### src/rtl/mem_access_unit_pkg.sv
// Shared types for the memory-stage load/store unit: pipeline bundle,
// access-unit encodings, FSM states and unit->lane helpers.
package mem_access_unit_pkg;

  localparam logic [1:0] UNIT_B  = 2'd0;
  localparam logic [1:0] UNIT_HW = 2'd1;
  localparam logic [1:0] UNIT_W  = 2'd2;
  localparam logic [1:0] UNIT_DW = 2'd3;

  typedef enum logic [1:0] {IDLE, REQ, WAIT_R, RESP} mem_state_t;

  typedef struct packed {
    logic [63:0] pc;
    logic [31:0] instr;
    logic [4:0]  rd;
    logic        reg_write;
    logic        mem_read;
    logic        mem_write;
    logic [1:0]  mem_req_unit;
    logic        mem_unsigned;
    logic [63:0] alu_out;
    logic [63:0] rs2_data;
    logic [63:0] mem_data;
    logic        mem_misaligned;
    logic        mem_fault;
  } interconnection_struct;

  function automatic logic [7:0] unit_mask(input logic [1:0] unit);
    case (unit)
      UNIT_B:  return 8'h01;
      UNIT_HW: return 8'h03;
      UNIT_W:  return 8'h0F;
      default: return 8'hFF;
    endcase
  endfunction

  function automatic logic unit_misaligned(input logic [1:0] unit, input logic [2:0] off);
    case (unit)
      UNIT_B:  return 1'b0;
      UNIT_HW: return off[0];
      UNIT_W:  return |off[1:0];
      default: return |off;
    endcase
  endfunction

endpackage

### src/rtl/mem_access_unit_lane_align.sv
// Byte-lane steering between a 64-bit aligned memory word and the
// addressed unit: store byte enables/data and load right-alignment.
module mem_lane_align
  import mem_access_unit_pkg::*;
(
  input  logic [1:0]  unit,
  input  logic [2:0]  off,
  input  logic [63:0] rs2_data,
  input  logic [63:0] rdata,
  output logic [7:0]  be,
  output logic [63:0] wdata,
  output logic [63:0] rdata_shift
);

  // Aligned accesses never carry the mask past lane 7, so no wrap handling.
  assign be          = unit_mask(unit) << off;
  assign wdata       = rs2_data << {off, 3'b000};
  assign rdata_shift = rdata >> {off, 3'b000};

endmodule

### src/rtl/mem_access_unit.sv
// Memory-stage load/store unit: one bundle in flight, aligned 64-bit
// requests to data memory, load data right-aligned for mem_sign_ext.
module mem_access_unit
  import mem_access_unit_pkg::*;
#(
  parameter int XLEN     = 64,
  parameter int MAX_WAIT = 16,
  parameter int CNT_W    = 5
) (
  input  logic                  clk,
  input  logic                  rst,
  input  logic                  in_valid,
  output logic                  in_ready,
  input  interconnection_struct i_struct,
  output logic                  out_valid,
  input  logic                  out_ready,
  output interconnection_struct o_struct,
  output logic                  dmem_req,
  output logic                  dmem_we,
  output logic [XLEN-1:0]       dmem_addr,
  output logic [XLEN-1:0]       dmem_wdata,
  output logic [XLEN/8-1:0]     dmem_be,
  input  logic                  dmem_gnt,
  input  logic                  dmem_rvalid,
  input  logic [XLEN-1:0]       dmem_rdata
);

  mem_state_t            state, state_nxt;
  interconnection_struct bundle_q;
  logic [CNT_W-1:0]      wait_cnt;

  logic        accept, is_mem, misaligned, capture, timeout;
  logic [2:0]  off_sel;
  logic [7:0]  be_c;
  logic [63:0] wdata_c, rdata_c;

  assign out_valid = (state == RESP);
  assign dmem_req  = (state == REQ);
  assign o_struct  = bundle_q;

  // RESP draining this cycle behaves like IDLE for acceptance.
  assign in_ready   = (state == IDLE) || ((state == RESP) && out_ready);
  assign accept     = in_valid && in_ready;
  assign is_mem     = i_struct.mem_read || i_struct.mem_write;
  assign misaligned = unit_misaligned(i_struct.mem_req_unit, i_struct.alu_out[2:0]);

  assign capture = dmem_rvalid && !dmem_we &&
                   (((state == REQ) && dmem_gnt) || (state == WAIT_R));
  assign timeout = (state == WAIT_R) && !dmem_rvalid &&
                   (wait_cnt == CNT_W'(MAX_WAIT - 1));

  // While a request is outstanding the load shift uses the latched offset.
  assign off_sel = ((state == REQ) || (state == WAIT_R)) ? bundle_q.alu_out[2:0]
                                                         : i_struct.alu_out[2:0];

  mem_lane_align u_lane (
    .unit        (i_struct.mem_req_unit),
    .off         (off_sel),
    .rs2_data    (i_struct.rs2_data),
    .rdata       (dmem_rdata),
    .be          (be_c),
    .wdata       (wdata_c),
    .rdata_shift (rdata_c)
  );

  always_ff @(posedge clk) begin
    if (rst) state <= IDLE;
    else     state <= state_nxt;
  end

  always_comb begin
    state_nxt = state;
    case (state)
      IDLE, RESP: begin
        if ((state == RESP) && out_ready) state_nxt = IDLE;
        if (accept) state_nxt = (is_mem && !misaligned) ? REQ : RESP;
      end
      REQ: begin
        if (dmem_gnt) state_nxt = (dmem_we || dmem_rvalid) ? RESP : WAIT_R;
      end
      WAIT_R: begin
        if (dmem_rvalid || timeout) state_nxt = RESP;
      end
      default: state_nxt = IDLE;
    endcase
  end

  always_ff @(posedge clk) begin
    if (rst) begin
      bundle_q   <= '0;
      dmem_we    <= 1'b0;
      dmem_be    <= '0;
      dmem_addr  <= '0;
      dmem_wdata <= '0;
      wait_cnt   <= '0;
    end else begin
      if (accept) begin
        bundle_q                <= i_struct;
        bundle_q.mem_misaligned <= is_mem && misaligned;
        bundle_q.mem_fault      <= 1'b0;
        if (is_mem && misaligned) bundle_q.mem_data <= '0;
        if (is_mem && !misaligned) begin
          dmem_we    <= i_struct.mem_write;
          dmem_be    <= be_c;
          dmem_addr  <= {i_struct.alu_out[XLEN-1:3], 3'b000};
          dmem_wdata <= wdata_c;
        end
      end
      if (capture) bundle_q.mem_data <= rdata_c;
      if (timeout) begin
        bundle_q.mem_fault <= 1'b1;
        bundle_q.mem_data  <= '0;
      end
      // Held at zero outside WAIT_R so every wait window starts from 0.
      if (state == WAIT_R) wait_cnt <= wait_cnt + 1'b1;
      else                 wait_cnt <= '0;
    end
  end

endmodule

### config.mk
export PLATFORM = sky130hd
export DESIGN_NAME = mem_access_unit
export DESIGN_NICKNAME = d
export VERILOG_FILES = /design/src/rtl/mem_access_unit_pkg.sv /design/src/rtl/mem_access_unit_lane_align.sv /design/src/rtl/mem_access_unit.sv
export SDC_FILE = /design/constraint.sdc
export NUM_CORES = 1
export LEC_CHECK = 0
export ABC_AREA = 1
export CAP_MARGIN = 10
export CELL_PAD_IN_SITES_DETAIL_PLACEMENT = 0
export CELL_PAD_IN_SITES_GLOBAL_PLACEMENT = 1
export CORE_AREA = 2 2 318 320
export CTS_CLUSTER_SIZE = 30
export DETAILED_ROUTE_END_ITERATION = 7
export DIE_AREA = 0 0 320 322
export GPL_TIMING_DRIVEN = 0
export PLACE_DENSITY_LB_ADDON = 0.1
export RECOVER_POWER = 50
export SYNTH_ARGS = -nofsm -noshare
export SYNTH_HDL_FRONTEND = slang
export SYNTH_SLANG_ARGS = --single-unit
### constraint.sdc
create_clock -name clk -period 3.1 [get_ports clk]
set_input_delay 0.62 -clock clk [delete_from_list [all_inputs] [get_ports clk]]
set_output_delay 0.62 -clock clk [all_outputs]
set_load 0.1 [all_outputs]
== After elaboration in Yosys (flattened, before gate mapping) ==
Index checks and enable logic that the tools add are counted.
Word-level totals
  word-level logic and storage cells: 76
  input port bits: 371
  register bits: 442
Cells by class
  bitwise logic cells: 1
  shift-type cells: 3
  mux-type cells: 14
  reduce and logical (&&, ||, !) cells: 29
  eq/ne operators: 9
  add/subtract/negate cells: 1
Operators by type and width (count)
  64-bit 2-to-1 mux: 2
  66-bit 2-to-1 mux: 1
  64-bit by 6-bit << shifter with 64-bit output: 1
  64-bit by 6-bit right shift with 64-bit output: 1
  8-bit case mux with 3 select lines: 1
  2-bit 2-to-1 mux: 5
  1-bit logical AND: 9
  2-bit OR reduction: 4
  8-bit by 3-bit << shifter with 8-bit output: 1
  2-bit equality test (second input constant): 3
  1-bit logical OR: 6
  2-bit case mux with 3 select lines: 1
  5-bit by 1-bit adder with 5-bit output (second input constant): 1
  5-bit by 4-bit equality test with 1-bit output (second input constant): 1
  2-bit by 1-bit equality test with 1-bit output (second input constant): 2
  2-bit zero test: 2
  2-bit by 1-bit inequality test with 1-bit output (second input constant): 2
  2-bit nonzero test: 2
  1-bit zero test: 3
  3-bit 2-to-1 mux: 1
  3-bit inequality test (second input constant): 1
  1-bit case mux with 3 select lines: 1
  3-bit AND reduction: 1
  3-bit OR reduction: 1
  3 further kinds: 4

== Logic depth before layout (Yosys ltp) ==
  depth after elaboration: 7
  gate-level depth with buffers: 14
  gate-level depth less buffers: 13

== Cells and area by module ==
A second synthesis with hierarchy kept.
Second synthesis, totals
  cells, all modules: 3194
  area, all modules: 21119.0 um^2
By module, submodules not included
  mem_access_unit: instances 1, area an instance 17042.6 um^2, cells each 2279
  mem_lane_align: instances 1, area an instance 4076.4 um^2, cells each 915

== Least setup slack after synthesis ==
OpenSTA, ideal clock, no wires.
  kind: reg-to-reg
  start point: register state[0]
  end point: register dmem_wdata[52]
  data required time: 2.991 ns
  data arrival time: 3.072 ns
  setup slack: -0.081 ns
  cell stages (with the launch flop): 11
  setup time: 0.109 ns
  path through: dfxtp_1 ha_1 nand2_1 nand2_1 nand2_2 nor2_4 buf_4 buf_2 nand3_1 nand2_1 inv_1
On the way
  word-level cells in the longest chain between the ends: 5
RTL lines
  from (decl): RTL line mem_access_unit.sv:28  | mem_state_t state, state_nxt;
  from (signal assigned): RTL line mem_access_unit.sv:68  | else state <= state_nxt;
  2-bit equality test
  via out_valid: RTL line mem_access_unit.sv:15  | output logic out_valid,
  1-bit logical AND: RTL line mem_access_unit.sv:42  | assign in_ready = (state == IDLE) || ((state == RESP) && out_ready);
  1-bit logical OR: RTL line mem_access_unit.sv:42
  via in_ready: RTL line mem_access_unit.sv:13  | output logic in_ready,
  1-bit logical AND: RTL line mem_access_unit.sv:43  | assign accept = in_valid && in_ready;
  2-bit AND reduction (no line)
  to (signal assigned): RTL line mem_access_unit.sv:106  | dmem_wdata <= wdata_c;
  to (decl): RTL line mem_access_unit.sv:21  | output logic [XLEN-1:0] dmem_wdata,
The timed path passes the listed nets, and every way through them passes these cells.
A chain may end at the register's enable or synchronous reset.

==> results_dict.tcl <==
set metrics [dict create \
    r2r_start "state[0]" \
    cts_tree "yes" \
    drt_iter0_markers 1428 \
    worst_slew_pin_slew_ns 1.26 \
    critPathCaptureType "flip-flop" \
    p_total_mw 37.5 \
    clk_latency_ns 0.68 \
    critPathLaunch "rst" \
    yosysWarnings 0 \
    reg2reg_to "o_struct[13]" \
    min_from "wait_cnt[0]" \
    vias 22800 \
    path_class "input port to flip-flop" \
    seq_area_frac_synth_pct 44.9 \
    fmax_ghz 0.333 \
    reg2reg_slack_ns 0.23 \
    die_area_um2 103000 \
    grt_max_degree 18 \
    r2r_cells 13 \
    h-tree-depth 2 \
    avgRoutedWirePerCell_um 24.5 \
    nets 4170 \
    drive_above_1_share_pct 4.91 \
    hold_buffers 0 \
    p_int_mw 15.9 \
    arrival_ns 3.62 \
    die_w_um 320 \
    cp-start-kind "input port" \
    rsz0062_at_grt "false" \
    fin_crit_ns 3.00 \
    core_um2 99600 \
    skew_ns 0.0448 \
    relSlewSlack_pct 16.0 \
    max_cap_violations 0 \
    antenna_left 0 \
    initial_utilization_pct 19.8 \
    io_buffer_count 806 \
    grt_use_total_pct 23.5 \
    synth_largest_area_cell "dfxtp_1" \
    comb_power_share_pct 61.8 \
    dpl.cell_count 5032 \
    pwr-share-clk_pct 18.0 \
    grt_pass1_wl_mm 173 \
    max-vdd-ir-drop_v 0.000569 \
    seqPwrFrac_pct 20.3 \
    viasPerCell 4.45 \
    status "finished, final reports clean" \
    core.rowCount 116 \
    wl_mm 126 \
    setup_viol 0 \
    synthCells 2925 \
    cts_sinks 442 \
    path_clk_slew_ns 0.05 \
    path_max_fanout 11 \
    pwr_density_cell_nw_per_um2 1200 \
    area_growth_pct 58.5 \
    dp_hpwl_mm 103 \
    first_global_vias 22400 \
    holdWs_ns 0.450 \
    required_ns 3.71 \
    avgSynthCellArea_um2 6.74 \
    syn_area_um2 19700 \
    root_buffer "clkbuf_16" \
    die_height_um 322 \
    slew_violations 0 \
    fill_cells 11200 \
    synth_area_leaders "dfxtp_1, nor2_1, nand2_1" \
    numCtsBuffers 57 \
    antenna_found_initial 18 \
    synth_top_area_share_pct 44.9 \
    hp-class "flip-flop to flip-flop" \
    fin_crit_sh_pct 96.9 \
    cts.path.max_buffers 3 \
    hold_viol 0 \
    drc 0 \
    gp_congestion 0.897 \
    p_switching_mw 21.6 \
    num_io_pins 812 \
    finalNonFillerCells 5135 \
    p_sw_share_pct 57.7 \
    p_leak_nw 12.8 \
    dr.pass1.iters 5 \
    endpoint "o_struct[77]" \
    synth_seq_cells 442 \
    synth_cell_types 39 \
    overflow 0 \
]
[power groups by stage]
stage / sequential (mW) / clock, mW / combinational (mW)
2_1_floorplan: 16.2 / 0 / 7.03
3_3_place_gp: 7.71 / 0 / 23.3
3_5_place_dp: 7.74 / 0 / 23.3
4_1_cts: 7.63 / 6.96 / 23.3
5_1_grt: 7.75 / 7.18 / 24.4
6_report: 7.60 / 6.73 / 23.1
[synth_stat cells]
| cell type | instances |
|---|---|
| o21ai_1 | 8 |
| nand2_4 | 1 |
| or2_0 | 2 |
| nor2_2 | 2 |
| o21ai_0 | 370 |
| clkbuf_2 | 1 |
| o21ai_2 | 1 |
| nor3b_1 | 1 |
| nor2_1 | 652 |
| o21bai_1 | 9 |
| a21boi_1 | 1 |
| conb_1 | 1 |
| nand4_2 | 1 |
| nand2_1 | 559 |
| inv_2 | 5 |
| ha_1 | 6 |
| a21boi_4 | 1 |
| clkinv_1 | 1 |
| a31oi_1 | 24 |
| buf_6 | 3 |
| nand4_1 | 10 |
| o211ai_1 | 5 |
| or2_2 | 1 |
| o21ai_4 | 1 |
| nor3_1 | 1 |
| inv_1 | 156 |
| nor2_4 | 3 |
| and3_1 | 1 |
| buf_2 | 75 |
| buf_1 | 11 |
| nand3b_1 | 1 |
| dfxtp_1 | 442 |
| o21a_1 | 1 |
| buf_4 | 23 |
| nand3_2 | 1 |
| a21oi_1 | 121 |
| clkbuf_1 | 104 |
| nand2_2 | 7 |
| nand3_1 | 312 |
[final cells by class]
cell class	count	area, um2	area share [%]
Timing Repair Buffer	807	8070	25.8
Antenna cell	6	15.0	0.0481
Buffer	217	990	3.17
Tap cell	1298	1620	5.20
Multi-Input combinational cell	2106	9220	29.5
Sequential cell	442	8850	28.3
Clock inverter	14	216	0.693
Inverter	162	608	1.95
Clock buffer	83	1630	5.23
[worst max-delay path: stages]
cell and delay, ns:
dlygate4sd3_1 0.56, inv_1 0.25, clkbuf_1 0.92, clkbuf_1 0.82
o21ai_0 0.30, nor2_1 0.14
[worst min-delay path by stage]
| stage | end | slack (ns) | cells past startpoint |
|---|---|---|---|
| 5_1_grt | dmem_wdata[10] | 0.48 | 2 |
| 3_3_place_gp | wait_cnt[0] | 0.43 | 1 |
| 6_report | wait_cnt[0] | 0.45 | 1 |
| 2_1_floorplan | wait_cnt[0] | 0.42 | 1 |
| 3_5_place_dp | wait_cnt[0] | 0.44 | 1 |
| 4_1_cts | wait_cnt[0] | 0.45 | 1 |
[metal layers]
metal  vias to the layer above  wire length (um)  global-route usage, %
met2                       777             61600                   41.4
met4                        18              2330                   4.63
met5                         -               113                      0
met3                       128              8850                   6.06
met1                     10800             53000                   28.8
li1                      11200                 -                      -
[logic make-up after synthesis]
group	share of synthesized area, %
AOI/OAI and AO/OA	14.3
adders and majority gates	0.381
buffers and inverters	8.25
DFF	44.9
other	0.0190
and+or+nand+nor	32.2
[sequential cells by signal, summed over array words and instances, names as in the netlist]
| register | flops |
|---|---|
| dmem_addr | 61 |
| dmem_be | 8 |
| dmem_wdata | 64 |
| o_struct | 301 |
| state | 2 |
| dmem_we | 1 |
| wait_cnt | 5 |
[per-stage QoR]
stage	utilization, %	setup WS [ns]	setup TNS, ns	area [um2]
2_1_floorplan	-	0.223	0	19700
3_3_place_gp	29.5	-0.411	-8.82	29400
3_5_place_dp	29.6	-0.460	-12.63	29400
4_1_cts	31.4	0.0127	0	31300
5_1_grt	31.4	0.00521	0	31200
6_report	31.4	0.0963	0	31200
[what timing repair did]
item | CTS | global route
gates resized for setup | 7 | 1
endpoints found under the setup margin | 5 | 1
buffers inserted | 0 | 0
[placed cells by master, fill, tap and decap left out, types with 6 or more instances in the layout]
cell,n
a21oi_1,121
a31oi_1,24
buf_2,52
buf_4,19
clkbuf_1,142
clkbuf_16,57
clkbuf_2,11
clkbuf_8,11
clkdlybuf4s50_1,752
clkinv_2,6
dfxtp_1,442
diode_2,6
dlygate4sd3_1,49
ha_1,6
inv_1,157
nand2_1,561
nand2_2,6
nand3_1,312
nand4_1,10
nor2_1,654
o21ai_0,375
o21bai_1,9
Note: power is estimated with default switching activity, not from simulation.
